### src/rtl/id_ex_pipe_pkg.sv
// Shared decode constants for the 16-bit CPU: opcodes, register codes,
// branch / ALU / immediate-select codes and the control bundle type.
package id_ex_pipe_pkg;

    // Register codes (4 bits). GPRs R0..R7 are 0..7. Special registers use 8 and up.
    // REG0 is the "no register" code carried by unused index fields.
    localparam int         REG_CODE_W = 4;
    localparam logic [3:0] REG0 = 4'hF;
    localparam logic [3:0] SP   = 4'h8;
    localparam logic [3:0] T    = 4'h9;
    localparam logic [3:0] IH   = 4'hA;
    localparam logic [3:0] RA   = 4'hB;
    localparam logic [3:0] PC   = 4'hC;

    localparam logic [4:0] OP_ADDSP3 = 5'b00000;
    localparam logic [4:0] OP_NOP    = 5'b00001;
    localparam logic [4:0] OP_B      = 5'b00010;
    localparam logic [4:0] OP_BEQZ   = 5'b00100;
    localparam logic [4:0] OP_BNEZ   = 5'b00101;
    localparam logic [4:0] OP_SHIFT  = 5'b00110;
    localparam logic [4:0] OP_ADDIU3 = 5'b01000;
    localparam logic [4:0] OP_ADDIU  = 5'b01001;
    localparam logic [4:0] OP_SPGRP  = 5'b01100;
    localparam logic [4:0] OP_LI     = 5'b01101;
    localparam logic [4:0] OP_CMPI   = 5'b01110;
    localparam logic [4:0] OP_LW_SP  = 5'b10010;
    localparam logic [4:0] OP_LW     = 5'b10011;
    localparam logic [4:0] OP_SW_SP  = 5'b11010;
    localparam logic [4:0] OP_SW     = 5'b11011;
    localparam logic [4:0] OP_ARITH  = 5'b11100;
    localparam logic [4:0] OP_LOGIC  = 5'b11101;
    localparam logic [4:0] OP_IH     = 5'b11110;

    typedef enum logic [1:0] {
        BR_NB  = 2'd0,
        BR_B   = 2'd1,
        BR_BE  = 2'd2,
        BR_BNE = 2'd3
    } branch_e;

    typedef enum logic [3:0] {
        ALU_NO   = 4'd0,
        ALU_ADD  = 4'd1,
        ALU_SUB  = 4'd2,
        ALU_AND  = 4'd3,
        ALU_OR   = 4'd4,
        ALU_NOT  = 4'd5,
        ALU_SLL  = 4'd6,
        ALU_SRA  = 4'd7,
        ALU_CMP  = 4'd8,
        ALU_MOVA = 4'd9,
        ALU_MOVB = 4'd10
    } alu_op_e;

    typedef enum logic [2:0] {
        IM0  = 3'd0,
        IM3  = 3'd1,
        IM4  = 3'd2,
        IM5  = 3'd3,
        IM8  = 3'd4,
        IM8U = 3'd5,
        IM11 = 3'd6
    } src_get_e;

    typedef struct packed {
        logic     alu_src;
        logic     mem_to_reg;
        logic     reg_write;
        logic     mem_write;
        logic     mem_read;
        logic     jump;
        branch_e  branch;
        alu_op_e  alu_op;
        src_get_e src_get;
    } ctrl_t;

    localparam ctrl_t CTRL_NOP = '{alu_src: 1'b0, mem_to_reg: 1'b0, reg_write: 1'b0,
                                   mem_write: 1'b0, mem_read: 1'b0, jump: 1'b0,
                                   branch: BR_NB, alu_op: ALU_NO, src_get: IM0};

endpackage

### src/rtl/id_ex_pipe_decode.sv
// Combinational instruction decoder: instruction word to control bundle,
// register indices and illegal flag.
module id_decode_comb
    import id_ex_pipe_pkg::*;
#(
    parameter int INST_W = 16,
    parameter int REG_AW = 4
) (
    input  logic [INST_W-1:0] inst,
    output ctrl_t             ctrl,
    output logic [REG_AW-1:0] rs1,
    output logic [REG_AW-1:0] rs2,
    output logic [REG_AW-1:0] rd,
    output logic              illegal
);

    localparam logic [REG_AW-1:0] R_REG0 = REG_AW'(REG0);
    localparam logic [REG_AW-1:0] R_SP   = REG_AW'(SP);
    localparam logic [REG_AW-1:0] R_T    = REG_AW'(T);
    localparam logic [REG_AW-1:0] R_IH   = REG_AW'(IH);
    localparam logic [REG_AW-1:0] R_PC   = REG_AW'(PC);

    logic [4:0]        op;
    logic [2:0]        rx;
    logic [2:0]        ry;
    logic [4:0]        func;
    logic [REG_AW-1:0] gx, gy, gz;

    assign op   = inst[15:11];
    assign rx   = inst[10:8];
    assign ry   = inst[7:5];
    assign func = inst[4:0];
    assign gx   = REG_AW'(inst[10:8]);
    assign gy   = REG_AW'(inst[7:5]);
    assign gz   = REG_AW'(inst[4:2]);

    // Full decode; anything unrecognised collapses to a NOP bundle with illegal set.
    always_comb begin
        ctrl    = CTRL_NOP;
        rs1     = R_REG0;
        rs2     = R_REG0;
        rd      = R_REG0;
        illegal = 1'b0;
        case (op)
            OP_ADDSP3: begin
                ctrl.reg_write = 1'b1; ctrl.alu_src = 1'b1;
                ctrl.alu_op = ALU_ADD; ctrl.src_get = IM8;
                rs1 = R_SP; rd = gx;
            end
            OP_NOP: illegal = (inst[10:0] != 11'd0);
            OP_B: begin
                ctrl.branch = BR_B; ctrl.src_get = IM11;
            end
            OP_BEQZ, OP_BNEZ: begin
                ctrl.branch = (op == OP_BEQZ) ? BR_BE : BR_BNE;
                ctrl.src_get = IM8; rs1 = gx;
            end
            OP_SHIFT: begin
                ctrl.reg_write = 1'b1; ctrl.alu_src = 1'b1; ctrl.src_get = IM3;
                rs1 = gy; rd = gx;
                case (func[1:0])
                    2'b00:   ctrl.alu_op = ALU_SLL;
                    2'b11:   ctrl.alu_op = ALU_SRA;
                    default: illegal = 1'b1;
                endcase
            end
            OP_ADDIU3, OP_ADDIU: begin
                ctrl.reg_write = 1'b1; ctrl.alu_src = 1'b1; ctrl.alu_op = ALU_ADD;
                ctrl.src_get = (op == OP_ADDIU) ? IM8 : IM4;
                rs1 = gx; rd = (op == OP_ADDIU) ? gx : gy;
            end
            OP_SPGRP: begin
                case (rx)
                    3'b000, 3'b001: begin
                        ctrl.branch = (rx == 3'b000) ? BR_BE : BR_BNE;
                        ctrl.src_get = IM8; rs1 = R_T;
                    end
                    3'b011: begin
                        ctrl.reg_write = 1'b1; ctrl.alu_src = 1'b1;
                        ctrl.alu_op = ALU_ADD; ctrl.src_get = IM8;
                        rs1 = R_SP; rd = R_SP;
                    end
                    3'b100: begin
                        ctrl.reg_write = 1'b1; ctrl.alu_op = ALU_MOVA;
                        rs1 = gy; rd = R_SP;
                    end
                    default: illegal = 1'b1;
                endcase
            end
            OP_LI: begin
                ctrl.reg_write = 1'b1; ctrl.alu_src = 1'b1;
                ctrl.alu_op = ALU_MOVB; ctrl.src_get = IM8U; rd = gx;
            end
            OP_CMPI: begin
                ctrl.reg_write = 1'b1; ctrl.alu_src = 1'b1;
                ctrl.alu_op = ALU_CMP; ctrl.src_get = IM8;
                rs1 = gx; rd = R_T;
            end
            OP_LW_SP, OP_LW: begin
                ctrl.reg_write = 1'b1; ctrl.alu_src = 1'b1; ctrl.mem_read = 1'b1;
                ctrl.mem_to_reg = 1'b1; ctrl.alu_op = ALU_ADD;
                ctrl.src_get = (op == OP_LW) ? IM5 : IM8;
                rs1 = (op == OP_LW) ? gx : R_SP;
                rd  = (op == OP_LW) ? gy : gx;
            end
            OP_SW_SP, OP_SW: begin
                ctrl.mem_write = 1'b1; ctrl.alu_src = 1'b1; ctrl.alu_op = ALU_ADD;
                ctrl.src_get = (op == OP_SW) ? IM5 : IM8;
                rs1 = (op == OP_SW) ? gx : R_SP;
                rs2 = (op == OP_SW) ? gy : gx;
            end
            OP_ARITH: begin
                ctrl.reg_write = 1'b1; rs1 = gx; rs2 = gy; rd = gz;
                case (func[1:0])
                    2'b01:   ctrl.alu_op = ALU_ADD;
                    2'b11:   ctrl.alu_op = ALU_SUB;
                    default: illegal = 1'b1;
                endcase
            end
            OP_LOGIC: begin
                case (func)
                    5'b01100, 5'b01101: begin
                        ctrl.reg_write = 1'b1;
                        ctrl.alu_op = (func == 5'b01100) ? ALU_AND : ALU_OR;
                        rs1 = gx; rs2 = gy; rd = gx;
                    end
                    5'b01010: begin
                        ctrl.reg_write = 1'b1; ctrl.alu_op = ALU_CMP;
                        rs1 = gx; rs2 = gy; rd = R_T;
                    end
                    5'b01111: begin
                        ctrl.reg_write = 1'b1; ctrl.alu_op = ALU_NOT;
                        rs1 = gy; rd = gx;
                    end
                    5'b00000: begin
                        case (ry)
                            3'b000: begin ctrl.jump = 1'b1; rs1 = gx; end
                            3'b010: begin
                                ctrl.reg_write = 1'b1; ctrl.alu_op = ALU_MOVA;
                                rs1 = R_PC; rd = gx;
                            end
                            default: illegal = 1'b1;
                        endcase
                    end
                    default: illegal = 1'b1;
                endcase
            end
            OP_IH: begin
                ctrl.reg_write = 1'b1; ctrl.alu_op = ALU_MOVA;
                case (func)
                    5'b00000: begin rs1 = R_IH; rd = gx;   end
                    5'b00001: begin rs1 = gx;   rd = R_IH; end
                    default:  illegal = 1'b1;
                endcase
            end
            default: illegal = 1'b1;
        endcase
        if (illegal) begin
            ctrl = CTRL_NOP;
            rs1  = R_REG0;
            rs2  = R_REG0;
            rd   = R_REG0;
        end
    end

endmodule

### src/rtl/id_ex_pipe.sv
// Registered decode stage: decoder, load-use hazard detection, flush/stall
// priority, ID/EX pipeline register and saturating stall counter.
module id_ex_pipe
    import id_ex_pipe_pkg::*;
#(
    parameter int INST_W = 16,
    parameter int REG_AW = 4,
    parameter int CNT_W  = 16
) (
    input  logic              clk,
    input  logic              rst,
    input  logic              if_valid,
    input  logic [INST_W-1:0] if_inst,
    input  logic [INST_W-1:0] if_pc,
    output logic              id_ready,
    input  logic              ex_stall,
    input  logic              ex_flush,
    output logic              ex_valid,
    output logic              ex_alu_src,
    output logic              ex_mem_to_reg,
    output logic              ex_reg_write,
    output logic              ex_mem_write,
    output logic              ex_mem_read,
    output logic              ex_jump,
    output logic [1:0]        ex_branch,
    output logic [3:0]        ex_alu_op,
    output logic [2:0]        ex_src_get,
    output logic [REG_AW-1:0] ex_rs1,
    output logic [REG_AW-1:0] ex_rs2,
    output logic [REG_AW-1:0] ex_rd,
    output logic [INST_W-1:0] ex_pc,
    output logic              ex_illegal,
    output logic [CNT_W-1:0]  stall_cnt
);

    localparam logic [REG_AW-1:0] R_REG0 = REG_AW'(REG0);

    ctrl_t             dec_ctrl;
    logic [REG_AW-1:0] dec_rs1, dec_rs2, dec_rd;
    logic              dec_illegal;

    id_decode_comb #(.INST_W(INST_W), .REG_AW(REG_AW)) u_dec (
        .inst    (if_inst),
        .ctrl    (dec_ctrl),
        .rs1     (dec_rs1),
        .rs2     (dec_rs2),
        .rd      (dec_rd),
        .illegal (dec_illegal)
    );

    logic              valid_q, valid_d;
    ctrl_t             ctrl_q, ctrl_d;
    logic [REG_AW-1:0] rs1_q, rs1_d, rs2_q, rs2_d, rd_q, rd_d;
    logic [INST_W-1:0] pc_q, pc_d;
    logic              illegal_q, illegal_d;
    logic [CNT_W-1:0]  cnt_q, cnt_d;
    logic              hazard;

    // A load in ID/EX whose destination the decoding instruction reads.
    assign hazard = if_valid && valid_q && ctrl_q.mem_read && (rd_q != R_REG0) &&
                    ((dec_rs1 == rd_q) || (dec_rs2 == rd_q));

    // Priority: flush, then stall hold, then load-use bubble, then normal issue.
    always_comb begin
        valid_d   = valid_q;
        ctrl_d    = ctrl_q;
        rs1_d     = rs1_q;
        rs2_d     = rs2_q;
        rd_d      = rd_q;
        pc_d      = pc_q;
        illegal_d = illegal_q;
        cnt_d     = cnt_q;
        id_ready  = 1'b0;
        if (ex_flush || (!ex_stall && (hazard || !if_valid))) begin
            valid_d   = 1'b0;
            ctrl_d    = CTRL_NOP;
            rs1_d     = R_REG0;
            rs2_d     = R_REG0;
            rd_d      = R_REG0;
            pc_d      = '0;
            illegal_d = 1'b0;
        end else if (!ex_stall) begin
            valid_d   = 1'b1;
            ctrl_d    = dec_ctrl;
            rs1_d     = dec_rs1;
            rs2_d     = dec_rs2;
            rd_d      = dec_rd;
            pc_d      = if_pc;
            illegal_d = dec_illegal;
        end
        if (ex_flush) begin
            id_ready = 1'b1;
        end else if (!ex_stall) begin
            id_ready = !hazard;
            if (hazard && (cnt_q != {CNT_W{1'b1}})) begin
                cnt_d = cnt_q + CNT_W'(1);
            end
        end
    end

    // ID/EX register and stall counter.
    always_ff @(posedge clk or negedge rst) begin
        if (!rst) begin
            valid_q   <= 1'b0;
            ctrl_q    <= CTRL_NOP;
            rs1_q     <= R_REG0;
            rs2_q     <= R_REG0;
            rd_q      <= R_REG0;
            pc_q      <= '0;
            illegal_q <= 1'b0;
            cnt_q     <= '0;
        end else begin
            valid_q   <= valid_d;
            ctrl_q    <= ctrl_d;
            rs1_q     <= rs1_d;
            rs2_q     <= rs2_d;
            rd_q      <= rd_d;
            pc_q      <= pc_d;
            illegal_q <= illegal_d;
            cnt_q     <= cnt_d;
        end
    end

    assign ex_valid      = valid_q;
    assign ex_alu_src    = ctrl_q.alu_src;
    assign ex_mem_to_reg = ctrl_q.mem_to_reg;
    assign ex_reg_write  = ctrl_q.reg_write;
    assign ex_mem_write  = ctrl_q.mem_write;
    assign ex_mem_read   = ctrl_q.mem_read;
    assign ex_jump       = ctrl_q.jump;
    assign ex_branch     = ctrl_q.branch;
    assign ex_alu_op     = ctrl_q.alu_op;
    assign ex_src_get    = ctrl_q.src_get;
    assign ex_rs1        = rs1_q;
    assign ex_rs2        = rs2_q;
    assign ex_rd         = rd_q;
    assign ex_pc         = pc_q;
    assign ex_illegal    = illegal_q;
    assign stall_cnt     = cnt_q;

endmodule

### config.mk
export PLATFORM = sky130hd
export DESIGN_NAME = id_ex_pipe
export DESIGN_NICKNAME = d
export VERILOG_FILES = /design/src/rtl/id_ex_pipe_pkg.sv /design/src/rtl/id_ex_pipe_decode.sv /design/src/rtl/id_ex_pipe.sv
export SDC_FILE = /design/constraint.sdc
export NUM_CORES = 1
export LEC_CHECK = 0
export BUFFER_PORTS_ARGS = -buffer_cell sky130_fd_sc_hd__buf_2
export CELL_PAD_IN_SITES_DETAIL_PLACEMENT = 1
export CELL_PAD_IN_SITES_GLOBAL_PLACEMENT = 1
export CORE_MARGIN = 2
export CORE_UTILIZATION = 35
export CTS_BUF_LIST = sky130_fd_sc_hd__clkbuf_2
export CTS_CLUSTER_SIZE = 10
export DETAILED_ROUTE_END_ITERATION = 10
export PLACE_DENSITY = 0.68
export REMOVE_ABC_BUFFERS = 1
export SLEW_MARGIN = 15
export SYNTH_ARGS = -nofsm -noshare
export SYNTH_HDL_FRONTEND = slang
export SYNTH_SLANG_ARGS = --single-unit
### constraint.sdc
create_clock -name clk -period 5.8 [get_ports clk]
set_input_delay 1.16 -clock clk [delete_from_list [all_inputs] [get_ports clk]]
set_output_delay 1.16 -clock clk [all_outputs]
set_load 0.005 [all_outputs]
==> Word-level counts from Yosys, hierarchy flattened <==
Cells that the tools add are included.
{ "totals": {"output_inout_bits": 62, "register_bits": 61, "inputBits": 37, "wordCells": 165} }
{ "op_classes": {"reduce_logical": 42, "n_addsub": 1, "n_eq_ne": 33, "n_bitwise": 2, "mux": 71} }
{ "ops": {"columns": ["op", "n"], "rows": [
  ["case mux 4 bit (8 select lines)", 3],
  ["2-to-1 mux 4 bit", 14],
  ["case mux 4 bit (3 select lines)", 4],
  ["== test 5 x 4 -> 1 bit, second input constant", 9],
  ["2-to-1 mux 15 bit", 3],
  ["== test 5 bit, second input constant", 7],
  ["2-to-1 mux 16 bit", 2],
  ["case mux 4 bit (2 select lines)", 4],
  ["2-to-1 mux 3 bit", 9],
  ["case mux 3 bit (8 select lines)", 1],
  ["OR reduction 2 bit", 11],
  ["2-to-1 mux 1 bit", 21],
  ["OR reduction 10 bit", 2],
  ["adder 16 x 1 -> 16 bit, second input constant", 1],
  ["inequality test 16 bit, second input constant", 1],
  ["case mux 4 bit (4 select lines)", 1],
  ["== test 5 x 3 -> 1 bit, second input constant", 3],
  ["OR reduction 12 bit", 1],
  ["OR reduction 3 bit", 4],
  ["OR reduction 4 bit", 3],
  ["nonzero test 11 bit", 1],
  ["== test 5 x 1 -> 1 bit, second input constant", 2],
  ["logical NOT 5 bit", 2],
  ["== test 4 bit", 2],
  ["other kinds (24)", 38]
]} }

==> Longest topological paths before layout <==
Gate-level depths: netlist of the first run.
{ "depth": {"word_depth": 13, "mapped_depth": 15, "depth_no_buf": 12} }

==> Modules after synthesis <==
A second synthesis of the first run with hierarchy kept.
{ "hier_totals": {"cells_unflattened": 476, "area_unflattened_um2": 4235.3} }
{ "by_module_without_submodules": {"columns": ["module", "area_per_inst_um2", "instances", "seq_area_each_um2", "cells_per_inst"], "rows": [
  ["id_ex_pipe", 2549.9, 1, 1541.5, 196],
  ["id_decode_comb", 1685.4, 1, 0.0, 280]
]} }

==> Worst setup path before layout of the first run <==
Ideal clock, no wire load.
{ "synth_path": {"path_type": "input to output", "startpoint": "input port if_inst[0]", "endpoint": "output port id_ready", "path_stages": 14, "t_arrival_ns": 4.081, "required_ns": 4.640, "n_path_buf": 3, "path_slack_ns": 0.559, "path_cell_list": "inv_1 > ha_1 > buf_2 > or4b_1 > buf_2 > o211ai_2 > o21ai_1 > a311o_1 > or3_4 > a2111oi_4 > nor4_2 > nor3_4 > buf_4 > o21bai_1"} }
{ "synth_between": {"elab_chain_cells": 11, "elab_cells_between_ends": 34, "classes_between": "9 x eq/ne; 14 x mux; 11 x reduce/logical"} }
{ "synth_rtl": {"columns": ["element", "line", "source"], "rows": [
  ["start: declaration", "id_ex_pipe.sv:13", "input logic [INST_W-1:0] if_inst,"],
  ["== test 5 x 4 -> 1 bit, or another cell as far along", "id_ex_pipe_decode.sv:121", "case (func)"],
  ["OR reduction 3 bit (no line), or another cell as far along", null, null],
  ["case mux 4 bit (3 select lines), or another cell as far along", "id_ex_pipe_decode.sv:121", null],
  ["case mux 4 bit (8 select lines), or another cell as far along", "id_ex_pipe_decode.sv:44", "case (op)"],
  ["2-to-1 mux 4 bit", "id_ex_pipe_decode.sv:158", "if (illegal) begin"],
  ["== test 4 bit", "id_ex_pipe.sv:61", "((dec_rs1 == rd_q) || (dec_rs2 == rd_q));"],
  ["logical OR 1 bit (*)", "id_ex_pipe.sv:61", null],
  ["logical AND 1 bit (*)", "id_ex_pipe.sv:60", "assign hazard = if_valid && valid_q && ctrl_q.mem_read && (rd_q != R_REG0) &&"],
  ["logical NOT 1 bit (*)", "id_ex_pipe.sv:94", "id_ready = !hazard;"],
  ["2-to-1 mux 1 bit (*)", "id_ex_pipe.sv:93", "end else if (!ex_stall) begin"],
  ["2-to-1 mux 1 bit (*)", "id_ex_pipe.sv:91", "if (ex_flush) begin"],
  ["end: declaration", "id_ex_pipe.sv:15", "output logic id_ready,"]
]} }
Every way passes the cells marked *; elsewhere a longest branch is shown, timed or not.

==> Worst setup path in the final report of the first run <==
{ "layout_path": {"startpoint": "input port if_inst[1]", "endpoint": "output port id_ready"} }
The elaborated chain is that of the path after synthesis.

==> results.py, run 1 <==
metrics = {
    "run": {
        "drv_cap": 0,
    },
    "logic_synthesis": {
        "yosys.area.top_type_share": 0.278,
        "netlist_instances": 502,
        "yosys-top-cells-area": "dfrtp_1 (28%), dfstp_2 (7.3%), a22o_1 (5.3%)",
        "synthArstFlopShare": 1.00,
        "synth-main-ff-cell": "dfrtp_1",
        "netlist_area_um2": 4320,
        "synth-seq-cells": 60,
        "ys_warn_count": 0,
        "ys_seq_area_frac": 0.351,
        "synth_edf_count": 0,
        "ys_types": 77,
        "yosysTopAreaCell": "dfrtp_1",
        "syn_avg_cell_area_um2": 8.60,
    },
    "routing": {
        "drt_first_pass_iters": 5,
        "drt_first_iter_violations": 458,
        "vias_per_cell": 6.09,
        "drcViolationCount": 0,
        "ant_nets": 0,
        "via_count": 4462,
        "wl_per_cell_um": 20.7,
        "drt_wl_total_um": 15200,
    },
    "setup_path": {
        "arrival_ns": 4.31,
        "required_ns": 4.64,
        "critical_path_class": "in -> out",
        "cp_max_fo": 8,
        "crit_path_start_kind": "primary input",
        "worstSetupEndpointType": "primary output",
    },
    "clocking": {
        "clk_pin_slew_ns": 0.18,
        "cts_sinks": 60,
        "cts_setup_buffers": 0,
        "clk_latency_ns": 0.49,
        "clk_path_buf_depth": 2,
        "numCtsBuffers": 9,
        "htreeDepth": 3,
        "cts_tree": "built",
        "holdBufCountCts": 0,
        "root_buffer": "clkbuf_2",
        "cts_resized": 0,
    },
    "power_and_ir_drop": {
        "finalPower_uw": 924,
        "leakage_uw": 0.00230,
        "vdd_ir_drop_max_mv": 0.0804,
        "power_density_nw_per_um2": 184,
    },
    "timing": {
        "fmax_ghz": 0.183,
        "rsz0062_at_grt": "false",
        "setup_viol": 0,
        "maxSlewViolCount": 0,
        "relSlewSlack": 0.493,
        "finalCritPeriodShare": 0.944,
        "max_slew.worst_pin.slew_ns": 0.760,
        "min_period_ns": 5.47,
        "fin_skew_ns": 0.0378,
        "hold_violations": 0,
        "setup_ws_ns": 0.326,
        "fin_tns_setup_ns": 0,
    },
    "final_layout": {
        "layout_commonest_cell": "buf_2",
        "fill_cells": 1498,
        "nets": 623,
        "most-common-layout-cells": "buf_2 (98), nor2_1 (50), dfrtp_1 (48)",
        "syn_to_final_growth_pct": 16.0,
        "final_layout_size_suffix_gt1_frac": 0.263,
    },
    "placed_design": {
        "port_buffers": 98,
        "dp_slack_ns": 0.335,
        "place.gp.congestion": 0.964,
        "place_hpwl_um": 11400,
    },
    "grt": {
        "grt_pass1_vias": 4391,
        "gr-usage-all-layers": 0.231,
        "grt_max_degree": 61,
        "gr-total-overflow": 0,
        "grt_pass1_wl_um": 24000,
        "antenna_found_initial": 1,
    },
    "floorplan": {
        "die-area_um2": 13200,
        "dieHeight_um": 115,
        "initial_core_util": 0.359,
        "top_level_ports": 99,
        "core_um2": 12000,
        "die_w_um": 115,
        "core.rowCount": 40,
    },
    "run_status": {
        "outcome": "complete, no violations",
    },
    "min_path": {
        "hold_path.class": "reg -> reg",
    },
}
[metal layers]
metal	track usage	routed length [um]
met5	0	0
met4	0.0924	477
met3	0.0358	962
met2	0.372	7050
met1	0.312	6710
[cell type report]
class | instances | area, um2 | area share
multi-input cells | 388 | 2550 | 0.509
flip-flops and latches | 60 | 1520 | 0.303
repair buffers | 111 | 588 | 0.117
well taps | 147 | 184 | 0.0367
clock inverters | 5 | 77.6 | 0.0155
clock buffers | 10 | 50.0 | 0.0100
inverters | 11 | 41.3 | 0.00825
diodes | 1 | 2.50 | 0.000500
[cell usage after synthesis (6+ instances only)]
library cell / instances
inv_1: 11
nor3_1: 14
a31oi_1: 13
nand4_1: 7
nand3_1: 18
nand2b_1: 8
nor2_1: 50
dfrtp_1: 48
xnor2_1: 18
nand2_1: 31
or3_1: 6
dfstp_2: 12
nor2b_1: 7
a22o_1: 26
clkbuf_1: 25
a21oi_1: 26
o21ai_0: 26
buf_1: 6
and3_1: 17
[worst max-delay path, stage by stage]
cell	delay [ns]
buf_2	0.11
inv_1	0.07
ha_1	0.34
or4b_1	0.59
and4_1	0.27
a221oi_1	0.31
nand4_1	0.26
nor4b_1	0.61
nor4_2	0.15
nor3_4	0.22
o21bai_1	0.08
buf_2	0.13
[metrics by stage]
| step | util | cells | hold slack, ns | area, um2 |
|---|---|---|---|---|
| 6_report | 0.417 | 733 | 0.507 | 5010 |
| 2_1_floorplan | - | 459 | 0.473 | 4100 |
| 3_3_place_gp | 0.406 | 717 | 0.465 | 4880 |
| 3_5_place_dp | 0.406 | 717 | 0.486 | 4880 |
| 4_1_cts | 0.417 | 732 | 0.510 | 5000 |
| 5_1_grt | 0.417 | 733 | 0.531 | 5010 |
[report_power, final]
group          total [uW]  internal [uW]  switching [uW]
combinational         194           66.3             127
clock                 296            141             155
sequential            434            428            5.50
[worst paths after layout]
check	start	end	slack, ns	cells after the start
hold / removal	stall_cnt[14]$_DFFE_PN0P_	stall_cnt[14]$_DFFE_PN0P_	0.51	1
setup reg to reg	ex_rd[1]$_DFFE_PN1P_	ex_mem_to_reg$_DFFE_PN0P_	3.10	7
min in group asynchronous	rst	stall_cnt[3]$_DFFE_PN0P_	0.78	2
setup / recovery	if_inst[1]	id_ready	0.33	12
max in group asynchronous	rst	ex_reg_write$_DFFE_PN0P_	4.47	2
hold reg to reg	stall_cnt[14]$_DFFE_PN0P_	stall_cnt[14]$_DFFE_PN0P_	0.51	1
[cells by family (layout without fill, tap and decap cells)]
| kind of cell | after synthesis | after routing | share of synthesized area |
|---|---|---|---|
| buf+inv | 54 | 137 | 0.0589 |
| simple gates | 205 | 205 | 0.264 |
| xor+xnor | 19 | 19 | 0.0386 |
| mux | 1 | 1 | 0.00261 |
| other cells | 0 | 1 | 0 |
| flops | 60 | 60 | 0.351 |
| compound gates | 158 | 158 | 0.270 |
| fa+ha+maj | 5 | 5 | 0.0145 |
Note: power is estimated with default switching activity, not from simulation.
==> inputs of run 2 (changes only) <==
--- a/config.mk
+++ b/config.mk
@@ -13,7 +13,7 @@
 export CTS_BUF_LIST = sky130_fd_sc_hd__clkbuf_2
 export CTS_CLUSTER_SIZE = 10
 export DETAILED_ROUTE_END_ITERATION = 10
-export PLACE_DENSITY = 0.68
+export PLACE_DENSITY = 0.71
 export REMOVE_ABC_BUFFERS = 1
 export SLEW_MARGIN = 15
 export SYNTH_ARGS = -nofsm -noshare
==> constraint.sdc (replaced) <==
create_clock -name clk -period 4.9 [get_ports clk]
set_input_delay 0.98 -clock clk [delete_from_list [all_inputs] [get_ports clk]]
set_output_delay 0.98 -clock clk [all_outputs]
set_load 0.005 [all_outputs]
==> run 2 against run 1 <==
Against the previous run:
- clock skew down 0.016 ns
- core utilization grew 2.9 points
- largest power group unchanged
- critical path type unchanged
- worst hold slack worse by 0.0045 ns
- first-iteration DRC count decreased by 36%
==> results.py, run 2 (synthesis gave the netlist of run 1 again) <==
metrics = {
    "run_status": {
        "outcome": "complete, no violations",
    },
    "grt": {
        "gr-usage-all-layers": 0.238,
        "grt_pass1_vias": 4531,
        "grt_pass1_wl_um": 24600,
        "antenna_found_initial": 0,
        "grt_max_degree": 61,
        "gr-total-overflow": 0,
    },
    "timing": {
        "fmax_ghz": 0.208,
        "max_slew.worst_pin.slew_ns": 0.768,
        "maxSlewViolCount": 0,
        "hold_violations": 0,
        "relSlewSlack": 0.488,
        "finalCritPeriodShare": 0.982,
        "setup_viol": 0,
        "min_period_ns": 4.81,
        "fin_hold_ws_ns": 0.502,
        "fin_skew_ns": 0.0221,
    },
    "routing": {
        "wl_per_cell_um": 20.5,
        "via_count": 4583,
        "vias_per_cell": 5.94,
        "drt_wl_total_um": 15900,
        "ant_nets": 0,
        "drt_first_pass_iters": 5,
        "drt_first_iter_violations": 291,
        "drcViolationCount": 0,
    },
    "placed_design": {
        "place_hpwl_um": 12300,
        "placedCellCount": 754,
        "place.gp.congestion": 0.976,
        "port_buffers": 98,
    },
    "final_layout": {
        "most-common-layout-cells": "buf_2 (98), nor2_1 (50), buf_4 (50)",
        "layout_commonest_cell": "buf_2",
        "final_layout_size_suffix_gt1_frac": 0.326,
        "final_cell_count_no_fill": 772,
        "fill_cells": 1469,
        "syn_to_final_growth_pct": 24.1,
        "diodes": 0,
        "nets": 662,
    },
    "power_and_ir_drop": {
        "p_sw_uw": 347,
        "vdd_ir_drop_max_mv": 0.0996,
        "finalPower_uw": 1070,
        "leakage_uw": 0.00248,
        "power_frac_seq": 0.478,
        "power_density_nw_per_um2": 201,
        "p_comb_frac": 0.247,
        "swShare": 0.323,
        "p_clk_frac": 0.274,
        "intPower_uw": 727,
    },
    "setup_path": {
        "critPathTopFamily": "compound AO/OA/AOI/OAI gates",
        "max_stage_delay_ns": 0.51,
        "arrival_ns": 3.83,
        "worstSetupEndpointType": "primary output",
        "cp_num_buf_inv": 3,
        "critical_path_class": "in -> out",
        "path_cells": "buf_2, buf_4, ha_1, o211a_1, a211oi_1, o31ai_2, and4b_1, or4b_1, a21oi_2, a311oi_2, nor3_4, o21bai_1, buf_2",
        "path_common_cell": "buf_2",
        "required_ns": 3.92,
        "crit_path_start_kind": "primary input",
        "slowest_stage": "a211oi_1",
        "cp_max_fo": 4,
    },
    "floorplan": {
        "core_um2": 12000,
        "core.rowCount": 40,
        "top_level_ports": 99,
        "initial_core_util": 0.359,
        "die-area_um2": 13200,
        "dieHeight_um": 115,
        "die_w_um": 115,
    },
    "clocking": {
        "root_buffer": "clkbuf_2",
        "cts_tree": "built",
        "clk_latency_ns": 0.50,
        "holdBufCountCts": 0,
        "htreeDepth": 3,
        "clk_pin_slew_ns": 0.14,
        "cts_sinks": 60,
        "numCtsBuffers": 9,
        "clk_path_buf_depth": 2,
    },
    "min_path": {
        "hold_path.class": "reg -> reg",
    },
    "run": {
        "drv_cap": 0,
    },
}
-- run 2: cell count changes in the layout (fill, tap and decap cells not counted), moves of 2 or more --
| cell | before | now |
|---|---|---|
| or4b_1 | 3 | 1 |
| ha_1 | 5 | 3 |
| ha_2 | 0 | 2 |
| or4b_4 | 0 | 2 |
| buf_4 | 13 | 50 |
-- run 2: metrics by stage --
stage          utilization  worst slack, ns  area [um2]  setup TNS [ns]
3_5_place_dp         0.430           -0.195        5170          -0.195
4_1_cts              0.440           0.0555        5280               0
5_1_grt              0.446          -0.0397        5360         -0.0397
6_report             0.446           0.0875        5360               0
2_1_floorplan            -           0.0114        4100               0
3_3_place_gp         0.430           0.0115        5170               0
-- run 2: final timing paths --
path / to / from / depth (start not counted) / slack, ns
worst min register to register: ex_alu_op[0]$_DFFE_PN0P_ / ex_alu_op[0]$_DFFE_PN0P_ / 2 / 0.50
max in group asynchronous: ex_alu_op[0]$_DFFE_PN0P_ / rst / 2 / 3.76
worst max-delay path: id_ready / if_inst[0] / 13 / 0.09
worst min-delay path: ex_alu_op[0]$_DFFE_PN0P_ / ex_alu_op[0]$_DFFE_PN0P_ / 2 / 0.50
worst max register to register: ex_rd[1]$_DFFE_PN1P_ / ex_rd[3]$_DFFE_PN1P_ / 8 / 2.33
min in group asynchronous: stall_cnt[5]$_DFFE_PN0P_ / rst / 2 / 0.60
-- run 2: repair_timing --
| action | in CTS | in global routing |
|---|---|---|
| pin swaps | 1 | 8 |
| resized for setup | 2 | 14 |
| endpoints found under the setup margin | 1 | 1 |
| setup buffers | 0 | 2 |
-- run 2: layer usage --
metal,up-vias,share of wire,global-route usage
li1,2131,-,-
met1,2284,0.44,0.312
met2,147,0.50,0.409
met5,-,0,0
met4,0,0.016,0.0747
met3,21,0.049,0.0311
-- run 2: worst register-to-register path: stages, from the launching register on --
cell and delay (ns):
dfstp_2 0.62, inv_1 0.11, and3_1 0.16, o211ai_1 0.21, a21oi_2 0.10, a311oi_2 0.38
o311a_1 0.38, nand2_2 0.18, o32a_1 0.37
-- run 2: final cells by class --
cell class,instances,area (um2),area share
multi-input combinational,388,2610,0.488
sequential,60,1520,0.283
timing repair buffer,150,897,0.168
tap,147,184,0.0343
clock inverter,6,55.1,0.0103
clock buffer,10,50.0,0.00935
inverter,11,41.3,0.00771
-- run 2: power by group through the flow --
| stage | Clock [uW] | Sequential [uW] | Combinational [uW] |
|---|---|---|---|
| final | 294 | 514 | 266 |
| after CTS | 306 | 514 | 255 |
| after floorplan | 0 | 522 | 112 |
| after detailed placement | 0 | 523 | 253 |
| after global placement | 0 | 522 | 246 |
| after global routing | 326 | 515 | 287 |
